<file path="src/rtl/reg16_serial_reader.sv">
// Parallel-in, bit-serial-out reader: captures a word over a valid/ready load
// handshake and shifts it out one bit per accepted serial transfer.
//
// state | meaning
// IDLE  | waiting for a word; Load_Ready high
// SHIFT | presenting bits; Ser_Valid high, advances on Ser_Ready
// DONE  | one-cycle completion pulse, then back to IDLE
module reg16_serial_reader #(
  parameter int WIDTH     = 16,
  parameter bit MSB_FIRST = 1'b1
) (
  input  logic                       Clk,
  input  logic                       Reset,
  input  logic [WIDTH-1:0]           D,
  input  logic                       Load_Valid,
  output logic                       Load_Ready,
  output logic                       Ser_Out,
  output logic                       Ser_Valid,
  input  logic                       Ser_Ready,
  output logic [$clog2(WIDTH+1)-1:0] Bits_Sent,
  output logic                       Done
);

  localparam int CW = $clog2(WIDTH+1);

  typedef enum logic [1:0] {
    IDLE  = 2'b00,
    SHIFT = 2'b01,
    DONE  = 2'b10
  } state_t;

  state_t          state_q, state_d;
  logic [WIDTH-1:0] shreg_q, shreg_d;
  logic [CW-1:0]    cnt_q, cnt_d;

  always_ff @(posedge Clk) begin
    if (!Reset) begin
      state_q <= IDLE;
      shreg_q <= '0;
      cnt_q   <= '0;
    end else begin
      state_q <= state_d;
      shreg_q <= shreg_d;
      cnt_q   <= cnt_d;
    end
  end

  always_comb begin
    state_d = state_q;
    shreg_d = shreg_q;
    cnt_d   = cnt_q;
    case (state_q)
      IDLE: begin
        cnt_d = '0;
        if (Load_Valid) begin
          shreg_d = D;
          state_d = SHIFT;
        end
      end
      SHIFT: begin
        // Ser_Valid is constant in SHIFT, so a transfer is just Ser_Ready.
        if (Ser_Ready) begin
          if (MSB_FIRST) shreg_d = {shreg_q[WIDTH-2:0], 1'b0};
          else           shreg_d = {1'b0, shreg_q[WIDTH-1:1]};
          cnt_d = cnt_q + CW'(1);
          if (cnt_q == CW'(WIDTH-1)) state_d = DONE;
        end
      end
      DONE: begin
        cnt_d   = '0;
        state_d = IDLE;
      end
      default: begin
        state_d = IDLE;
        shreg_d = '0;
        cnt_d   = '0;
      end
    endcase
  end

  assign Load_Ready = (state_q == IDLE);
  assign Ser_Valid  = (state_q == SHIFT);
  assign Done       = (state_q == DONE);
  assign Ser_Out    = MSB_FIRST ? shreg_q[WIDTH-1] : shreg_q[0];
  assign Bits_Sent  = cnt_q;

endmodule

</file>
<file path="config.mk">
export PLATFORM = sky130hd
export DESIGN_NAME = reg16_serial_reader
export DESIGN_NICKNAME = d
export VERILOG_FILES = /design/src/rtl/reg16_serial_reader.sv
export SDC_FILE = /design/constraint.sdc
export NUM_CORES = 1
export LEC_CHECK = 0
export CAP_MARGIN = 10
export CORE_MARGIN = 2
export CORE_UTILIZATION = 40
export DETAILED_ROUTE_END_ITERATION = 16
export PLACE_DENSITY = 0.67
export SYNTH_ARGS = -nofsm -noshare
export SYNTH_HDL_FRONTEND = slang
export SYNTH_SLANG_ARGS = --single-unit
</file>
<file path="constraint.sdc">
create_clock -name Clk -period 2.85 [get_ports Clk]
set_input_delay 0.4275 -clock Clk [delete_from_list [all_inputs] [get_ports Clk]]
set_output_delay 0.4275 -clock Clk [all_outputs]
set_load 0.05 [all_outputs]
</file>
==> impl_metrics.json, run 1 <==
{
  "finalSetupTns_ns": 0,
  "synth.most_common_cell": "nand2_1",
  "cts_setup_buffers": 0,
  "period_needed_ns": 2.35,
  "grt_pass1_wl_um": 3840,
  "setup_viol": 0,
  "synthTopCellsByArea": "dfxtp_1 (40%), mux2_2 (15%), mux2i_1 (14%), nand2_1 (11%), o2bb2ai_4 (2.4%)",
  "drive_gt1_share_pct": 16.8,
  "status": "completed",
  "hp-class": "flip-flop to flip-flop",
  "clk_pin_slew_ns": 0.12,
  "seq_area_frac_synth_pct": 39.8,
  "yosysUniqueCellTypes": 23,
  "relSlewSlack_pct": 58.5,
  "synth-edff-count": 0,
  "synthFlopType": "dfxtp_1",
  "cap_violations": 0,
  "initial_core_util_pct": 42.0,
  "cts_tree": "yes",
  "required_ns": 2.42,
  "wire_per_inst_um": 12.2,
  "path_class": "flip-flop to primary output",
  "n_fill_cell": 272,
  "synthTopCellsByCount": "nand2_1 (33), dfxtp_1 (23), mux2i_1 (16)",
  "path_delay_family": "buffers and inverters",
  "port-buffer-count": 28,
  "arrival_ns": 1.92,
  "worst_clock_skew_ns": 0.00152,
  "worst_skew_pair.late_latency_ns": 0.30,
  "avgSynthCellArea_um2": 9.56,
  "synth_nets": 143,
  "cpPeakStageDelay_ns": 0.82,
  "gr-total-overflow": 0,
  "start_kind": "flip-flop",
  "die_y_um": 57.8,
  "worst_pin_slew_ns": 0.621,
  "totalWireLength_um": 2200,
  "synth_top_area_share_pct": 39.8,
  "antenna_cells": 0,
  "antenna_found_initial": 0,
  "rsz0062_at_grt": "no",
  "reg2reg_from": "state_q[0]$_SDFFE_PN0P_",
  "rows": 19,
  "worstPathCellList": "buf_4 > nor2_1 > clkdlybuf4s50_1",
  "route.detailed.drc": 0,
  "core_um2": 2760,
  "synthCells": 121,
  "whs_path_depth": 2,
  "slew_viol_final": 0,
  "whs_endpoint": "shreg_q[4]$_SDFFE_PN0P_",
  "yosys.area.top_type": "dfxtp_1",
  "slowest_stage": "clkdlybuf4s50_1",
  "grt_start_max_net_pins": 19,
  "finalCritPeriodShare_pct": 82.4,
  "grt_usage_pct": 14.8,
  "cts_inserted_buffers": 3,
  "fmax_mhz": 426,
  "die_w_um": 57.8,
  "hold_path_startpoint": "shreg_q[4]$_SDFFE_PN0P_",
  "dr.pass1.iters": 4,
  "drt-initial-drc-count": 7,
  "nNetsFinal": 172,
  "dr_total_vias": 902,
  "ys_warn_count": 0,
  "num_io_pins": 29,
  "ant_nets": 0,
  "syn_area_um2": 1160,
  "p_leak_nw": 0.603,
  "cts_resized": 0,
  "area_delta_synth_final_pct": 28.1,
  "cts_buffer_depth": 2,
  "cp_max_fo": 9,
  "hold_buffers": 0,
  "async_flop_share_pct": 0,
  "finalHoldViolations": 0,
  "rrSetupSlack_ns": 1.38,
  "path_buf_inv": 2,
  "numClockSinks": 23,
  "dp_hpwl_um": 1590,
  "clock-root-buffer": "clkbuf_4",
  "vias_per_cell": 5.01,
  "endpoint_kind": "primary output",
  "gp_congestion": 0.694,
  "ys_seq_elements": 23,
  "r2r-end": "shreg_q[2]$_SDFFE_PN0P_",
  "cts.htree.levels": 1,
  "peakVddDrop_v": 0.000288,
  "rr_worst_depth": 3,
  "power_density_nw_per_um2": 435,
  "die-area_um2": 3340,
  "finalPower_uw": 645,
  "first_global_vias": 877
}
[report_power, final]
group          internal (mW)  switching, mW  total (mW)  leakage, nW
logic                 0.0779         0.0640       0.142        0.399
registers              0.342         0.0119       0.353        0.188
clock network         0.0545         0.0949       0.149       0.0150
total                  0.474          0.171       0.645        0.603
[through the flow]
step / utilization [%] / setup WS, ns / cells / instance area [um2] / hold WS [ns]
5_1_grt: 53.8 / 0.388 / 180 / 1480 / 0.490
6_report: 53.8 / 0.502 / 180 / 1480 / 0.469
3_3_place_gp: 52.8 / 0.869 / 176 / 1460 / 0.444
4_1_cts: 53.8 / 0.475 / 180 / 1480 / 0.470
2_1_floorplan: - / 1.20 / 121 / 1160 / 0.435
3_5_place_dp: 52.8 / 0.854 / 176 / 1460 / 0.451
[cell families (layout without fill, tap and decap cells)]
| family | after synthesis | after routing | share of synthesized area (%) |
|---|---|---|---|
| and+or+nand+nor | 48 | 48 | 17.7 |
| muxes | 31 | 31 | 28.4 |
| DFF | 23 | 23 | 39.8 |
| buffers and inverters | 10 | 38 | 4.97 |
| AOI/OAI and AO/OA | 4 | 4 | 4.65 |
| xor gates and xnor gates | 3 | 3 | 2.27 |
| adders and majority gates | 2 | 2 | 2.16 |
[layout by cell type (no fill, tap or decap)]
| cell | n |
|---|---|
| mux2i_1 | 16 |
| and2b_4 | 1 |
| a31o_2 | 1 |
| clkdlybuf4s50_1 | 28 |
| xnor2_1 | 1 |
| ha_1 | 2 |
| clkbuf_1 | 1 |
| nand4_1 | 1 |
| o211a_1 | 1 |
| dfxtp_1 | 23 |
| nand2_1 | 33 |
| clkbuf_4 | 3 |
| mux2_2 | 15 |
| o2bb2ai_4 | 1 |
| nor2b_1 | 3 |
| buf_4 | 4 |
| and4_1 | 1 |
| nor2_1 | 7 |
| xor2_1 | 2 |
| nand3_1 | 1 |
| a211oi_1 | 1 |
| and3_1 | 1 |
| inv_1 | 2 |
[layer usage]
layer	share of wire, %	GRT usage, %	vias to the layer above
met4	0.73	5.98	0
met3	5.0	2.90	2
met5	0	0	-
li1	-	-	458
met1	47	19.7	425
met2	47	23.4	17
[sequential cells by signal, indices dropped and copies added (netlist names)]
| signal | flops |
|---|---|
| state_q | 2 |
| shreg_q | 16 |
| Bits_Sent | 5 |
[worst register-to-register path, delay by kind of cell (launching register included)]
kind,cells,cell delay (ns)
multiplexers,1,0.26
AO/OA/AOI/OAI,1,0.51
flip-flops,1,0.43
buffers and inverters,1,0.22
[worst max-delay path by stage]
stage / from / endpoint / slack [ns] / cells past startpoint
after CTS: state_q[0]$_SDFFE_PN0P_ / Load_Ready / 0.47 / 3
final: state_q[0]$_SDFFE_PN0P_ / Load_Ready / 0.50 / 3
after global routing: state_q[0]$_SDFFE_PN0P_ / Load_Ready / 0.39 / 3
after detailed placement: state_q[0]$_SDFFE_PN0P_ / Load_Ready / 0.85 / 3
after global placement: state_q[0]$_SDFFE_PN0P_ / Load_Ready / 0.87 / 3
after floorplan: state_q[0]$_SDFFE_PN0P_ / Done / 1.20 / 2
[area by class of cell]
class	instances	area [um2]	area share, %
multi-input cells	88	639	43.1
well taps	31	38.8	2.62
clock buffers	4	26.3	1.77
repair buffers	32	310	20.9
flip-flops and latches	23	460	31.1
inverters	2	7.51	0.506
Power figures use the tool's default switching activity.
==> run 2: changes to the inputs <==
--- a/config.mk
+++ b/config.mk
@@ -9,7 +9,7 @@
 export CORE_MARGIN = 2
 export CORE_UTILIZATION = 40
 export DETAILED_ROUTE_END_ITERATION = 16
-export PLACE_DENSITY = 0.67
+export PLACE_DENSITY = 0.7
 export SYNTH_ARGS = -nofsm -noshare
 export SYNTH_HDL_FRONTEND = slang
 export SYNTH_SLANG_ARGS = --single-unit
==> constraint.sdc (replaced) <==
create_clock -name Clk -period 2.1 [get_ports Clk]
set_input_delay 0.315 -clock Clk [delete_from_list [all_inputs] [get_ports Clk]]
set_output_delay 0.315 -clock Clk [all_outputs]
set_load 0.05 [all_outputs]
==> impl_metrics.json, run 2 (synthesized netlist as in run 1, its figures left out) <==
{
  "rows": 19,
  "place_ws_ns": 0.368,
  "worst_pin_slew_ns": 0.498,
  "finish.instance_area_um2": 1500,
  "grt_usage_pct": 15.1,
  "hp-class": "flip-flop to flip-flop",
  "status": "completed",
  "grt_pass1_wl_um": 3930,
  "cts_resized": 0,
  "utilization_pct": 54.2,
  "cts_buffer_depth": 2,
  "placed_cells": 177,
  "initial_core_util_pct": 42.0,
  "n_fill_cell": 268,
  "antenna_cells": 0,
  "dr.pass1.iters": 3,
  "instances_no_fill": 181,
  "path_delay_family": "buffers and inverters",
  "finalPower_uw": 878,
  "place_area_um2": 1470,
  "nNetsFinal": 173,
  "worst_clock_skew_ns": 0.00354,
  "worstPathCellList": "clkdlybuf4s50_1",
  "seq_area_um2": 460,
  "cp_max_fo": 4,
  "p_sw_share_pct": 26.3,
  "multi_input_area_um2": 639,
  "period_needed_ns": 1.85,
  "grt_start_max_net_pins": 20,
  "rsz0062_at_grt": "no",
  "final_cell_mix": "nand2_1 (33), clkdlybuf4s50_1 (25), dfxtp_1 (23), mux2i_1 (16), mux2_2 (15)",
  "antenna_found_initial": 0,
  "setup_viol": 0,
  "holdWs_ns": 0.469,
  "slowest_stage": "clkdlybuf4s50_1",
  "gr-total-overflow": 0,
  "dp_hpwl_um": 1650,
  "totalWireLength_um": 2260,
  "seq_power_share_pct": 54.4,
  "peakVddDrop_v": 0.000398,
  "finalHoldViolations": 0,
  "first_global_vias": 913,
  "slew_viol_final": 0,
  "required_ns": 1.78,
  "final_common_cell": "nand2_1",
  "cap_violations": 0,
  "die_w_um": 57.8,
  "endpoint_kind": "primary output",
  "cts_tree": "yes",
  "hold_buffers": 0,
  "regMostFlops": "shreg_q",
  "path_buf_inv": 1,
  "cts.htree.levels": 1,
  "finalCritPeriodShare_pct": 88.2,
  "arrival_ns": 1.54,
  "num_io_pins": 29,
  "cts_inserted_buffers": 3,
  "cts_setup_buffers": 0,
  "clock-root-buffer": "clkbuf_4",
  "vias_per_cell": 5.04,
  "p_int_uw": 647,
  "clk_pin_slew_ns": 0.12,
  "area_delta_synth_final_pct": 29.2,
  "p_clk_share_pct": 22.8,
  "die_y_um": 57.8,
  "dr_total_vias": 913,
  "wire_per_inst_um": 12.5,
  "numClockSinks": 23,
  "start_kind": "flip-flop",
  "relSlewSlack_pct": 66.7,
  "path_class": "flip-flop to primary output",
  "port-buffer-count": 28,
  "drt-initial-drc-count": 18,
  "die-area_um2": 3340,
  "finalSetupTns_ns": 0,
  "ant_nets": 0,
  "largest_reg_flops": 16,
  "route.detailed.drc": 0,
  "p_comb_share_pct": 22.8,
  "drive_gt1_share_pct": 19.3,
  "p_leak_nw": 0.615,
  "gp_congestion": 0.726,
  "cpPeakStageDelay_ns": 0.83,
  "core_um2": 2760,
  "setup_slack_ns": 0.248,
  "worst_skew_pair.late_latency_ns": 0.30,
  "power_density_nw_per_um2": 587,
  "p_switching_uw": 231,
  "fmax_mhz": 540
}
==> run 2: cell types whose count changed in the layout (fill, tap and decap cells not counted), sizes merged <==
cell,change
buf,+4
clkdlybuf4s50,-3
==> run 2: final timing paths <==
kind	from	end	slack [ns]	cells after the start
max	Bits_Sent[0]$_SDFFE_PN0P_	Bits_Sent[0]	0.25	1
min	shreg_q[3]$_SDFFE_PN0P_	shreg_q[3]$_SDFFE_PN0P_	0.47	2
max reg2reg	state_q[1]$_SDFFE_PN0P_	shreg_q[12]$_SDFFE_PN0P_	0.76	4
min reg2reg	shreg_q[3]$_SDFFE_PN0P_	shreg_q[3]$_SDFFE_PN0P_	0.47	2
==> run 2: area by class of cell <==
cell class | instances | share of cell area (%)
inverters | 2 | 0.502
clock buffers | 4 | 1.76
well taps | 31 | 2.59
repair buffers | 33 | 21.6
flip-flops and latches | 23 | 30.8
multi-input cells | 88 | 42.8
==> run 2: power by group through the flow <==
stage / clock network, mW / logic, mW / registers, mW
after floorplan: 0 / 0.125 / 0.495
after global placement: 0 / 0.198 / 0.486
after detailed placement: 0 / 0.201 / 0.488
after CTS: 0.214 / 0.202 / 0.478
after global routing: 0.237 / 0.216 / 0.482
final: 0.201 / 0.200 / 0.477
==> run 2: per-layer routing <==
layer | vias to the layer above | track usage, % | wire, um
met3 | 2 | 3.35 | 127
met2 | 19 | 25.3 | 1070
met1 | 425 | 19.5 | 1040
met4 | 0 | 4.65 | 19
met5 | - | 0 | 0
li1 | 467 | - | -
==> run 3: changes to the inputs <==
--- a/config.mk
+++ b/config.mk
@@ -6,6 +6,7 @@
 export NUM_CORES = 1
 export LEC_CHECK = 0
 export CAP_MARGIN = 10
+export CORE_ASPECT_RATIO = 0.8
 export CORE_MARGIN = 2
 export CORE_UTILIZATION = 40
 export DETAILED_ROUTE_END_ITERATION = 16
==> impl_metrics.json, run 3 (synthesized netlist as in run 1, its figures left out) <==
{
  "rows": 17,
  "path_buf_inv": 1,
  "route.detailed.drc": 0,
  "vias_per_cell": 4.78,
  "ant_nets": 0,
  "reg2reg_from": "Bits_Sent[0]$_SDFFE_PN0P_",
  "holdWs_ns": 0.466,
  "worst_skew_pair.late_latency_ns": 0.31,
  "cp_max_fo": 4,
  "cts_inserted_buffers": 3,
  "worstPathCellList": "clkdlybuf4s50_1",
  "path_delay_family": "buffers and inverters",
  "drive_gt1_share_pct": 20.4,
  "setup_viol": 0,
  "cts_setup_buffers": 0,
  "utilization_pct": 54.9,
  "path_class": "flip-flop to primary output",
  "start_kind": "flip-flop",
  "clk_pin_slew_ns": 0.12,
  "slowest_stage": "clkdlybuf4s50_1",
  "dp_hpwl_um": 1670,
  "num_io_pins": 29,
  "dr.pass1.iters": 4,
  "cts_buffer_depth": 2,
  "grt_pass1_wl_um": 3910,
  "antenna_cells": 0,
  "slew_viol_final": 0,
  "initial_core_util_pct": 41.9,
  "grt_usage_pct": 15.0,
  "cts_resized": 0,
  "clock-root-buffer": "clkbuf_4",
  "period_needed_ns": 1.86,
  "rr_worst_depth": 4,
  "finish.instance_area_um2": 1520,
  "nNetsFinal": 175,
  "arrival_ns": 1.55,
  "whs_path_depth": 2,
  "finalHoldViolations": 0,
  "gr-total-overflow": 0,
  "cts_tree": "yes",
  "r2r-end": "Bits_Sent[4]$_SDFFE_PN0P_",
  "endpoint_kind": "primary output",
  "cap_violations": 0,
  "die_y_um": 52.1,
  "cts.htree.levels": 1,
  "cpPeakStageDelay_ns": 0.83,
  "first_global_vias": 891,
  "p_leak_nw": 0.625,
  "grt_start_max_net_pins": 17,
  "grtUsageMet2_pct": 26.2,
  "area_delta_synth_final_pct": 31.2,
  "gr-max-usage-layer": "met2",
  "peakVddDrop_v": 0.000395,
  "rsz0062_at_grt": "no",
  "worst_clock_skew_ns": 0.00433,
  "dr_total_vias": 909,
  "numClockSinks": 23,
  "hold_path_startpoint": "shreg_q[14]$_SDFFE_PN0P_",
  "rrSetupSlack_ns": 0.73,
  "whs_endpoint": "shreg_q[14]$_SDFFE_PN0P_",
  "finalSetupTns_ns": 0,
  "worst_pin_slew_ns": 0.493,
  "final_cell_mix": "nand2_1 (33), clkdlybuf4s50_1 (25), dfxtp_1 (23), mux2i_1 (16), mux2_2 (15)",
  "core_um2": 2770,
  "finalCritPeriodShare_pct": 88.7,
  "port-buffer-count": 28,
  "fmax_mhz": 537,
  "status": "completed",
  "hold_buffers": 0,
  "relSlewSlack_pct": 67.1,
  "die_w_um": 64.1,
  "wire_per_inst_um": 11.8,
  "place_area_um2": 1490,
  "totalWireLength_um": 2230,
  "antenna_found_initial": 0,
  "hp-class": "flip-flop to flip-flop",
  "grtUsageMet1_pct": 18.9,
  "use_met3_pct": 4.55,
  "largest_reg_flops": 16,
  "required_ns": 1.78,
  "drt-initial-drc-count": 22,
  "gp_congestion": 0.726,
  "die-area_um2": 3340,
  "power_density_nw_per_um2": 582,
  "regMostFlops": "shreg_q",
  "final_common_cell": "nand2_1"
}
run 3: cell count changes in the layout (fill, tap and decap cells not counted):
cell / previous run / this run
buf_4: 7 / 9
run 3: worst max path at each step:
stage / slack, ns / endpoint / from / depth (start not counted)
6_report: 0.24 / Bits_Sent[0] / Bits_Sent[0]$_SDFFE_PN0P_ / 1
5_1_grt: 0.19 / Bits_Sent[1] / Bits_Sent[1]$_SDFFE_PN0P_ / 1
4_1_cts: 0.22 / Bits_Sent[0] / Bits_Sent[0]$_SDFFE_PN0P_ / 1
3_5_place_dp: 0.34 / shreg_q[0]$_SDFFE_PN0P_ / Load_Valid / 5
3_3_place_gp: 0.40 / shreg_q[0]$_SDFFE_PN0P_ / Load_Valid / 5
2_1_floorplan: 0.48 / shreg_q[0]$_SDFFE_PN0P_ / state_q[0]$_SDFFE_PN0P_ / 4
run 3: power by group:
group,internal [mW],total [mW],switching (mW)
registers,0.463,0.477,0.0133
clock network,0.0743,0.203,0.129
logic,0.112,0.204,0.0918
run 3: routing by layer:
metal  share of wire [%]  up-vias  routed length (um)
met5                   0        -                   0
met4                   0        0                   0
met3                 6.0        0                 133
met2                  46       24                1030
met1                  48      417                1070
li1                    -      468                   -
run 3: area by class of cell:
cell class	instances	area, um2
sequential	23	460
fill	255	1250
clock buffer	4	26.3
timing repair buffer	35	338
multi-input combinational	88	639
inverter	2	7.51
tap	38	47.5
run 3: stage by stage:
step / worst slack [ns] / total power, mW / std cells
2_1_floorplan: 0.483 / 0.620 / 121
3_3_place_gp: 0.397 / 0.687 / 186
3_5_place_dp: 0.340 / 0.692 / 186
4_1_cts: 0.224 / 0.894 / 190
5_1_grt: 0.193 / 0.928 / 190
6_report: 0.238 / 0.884 / 190
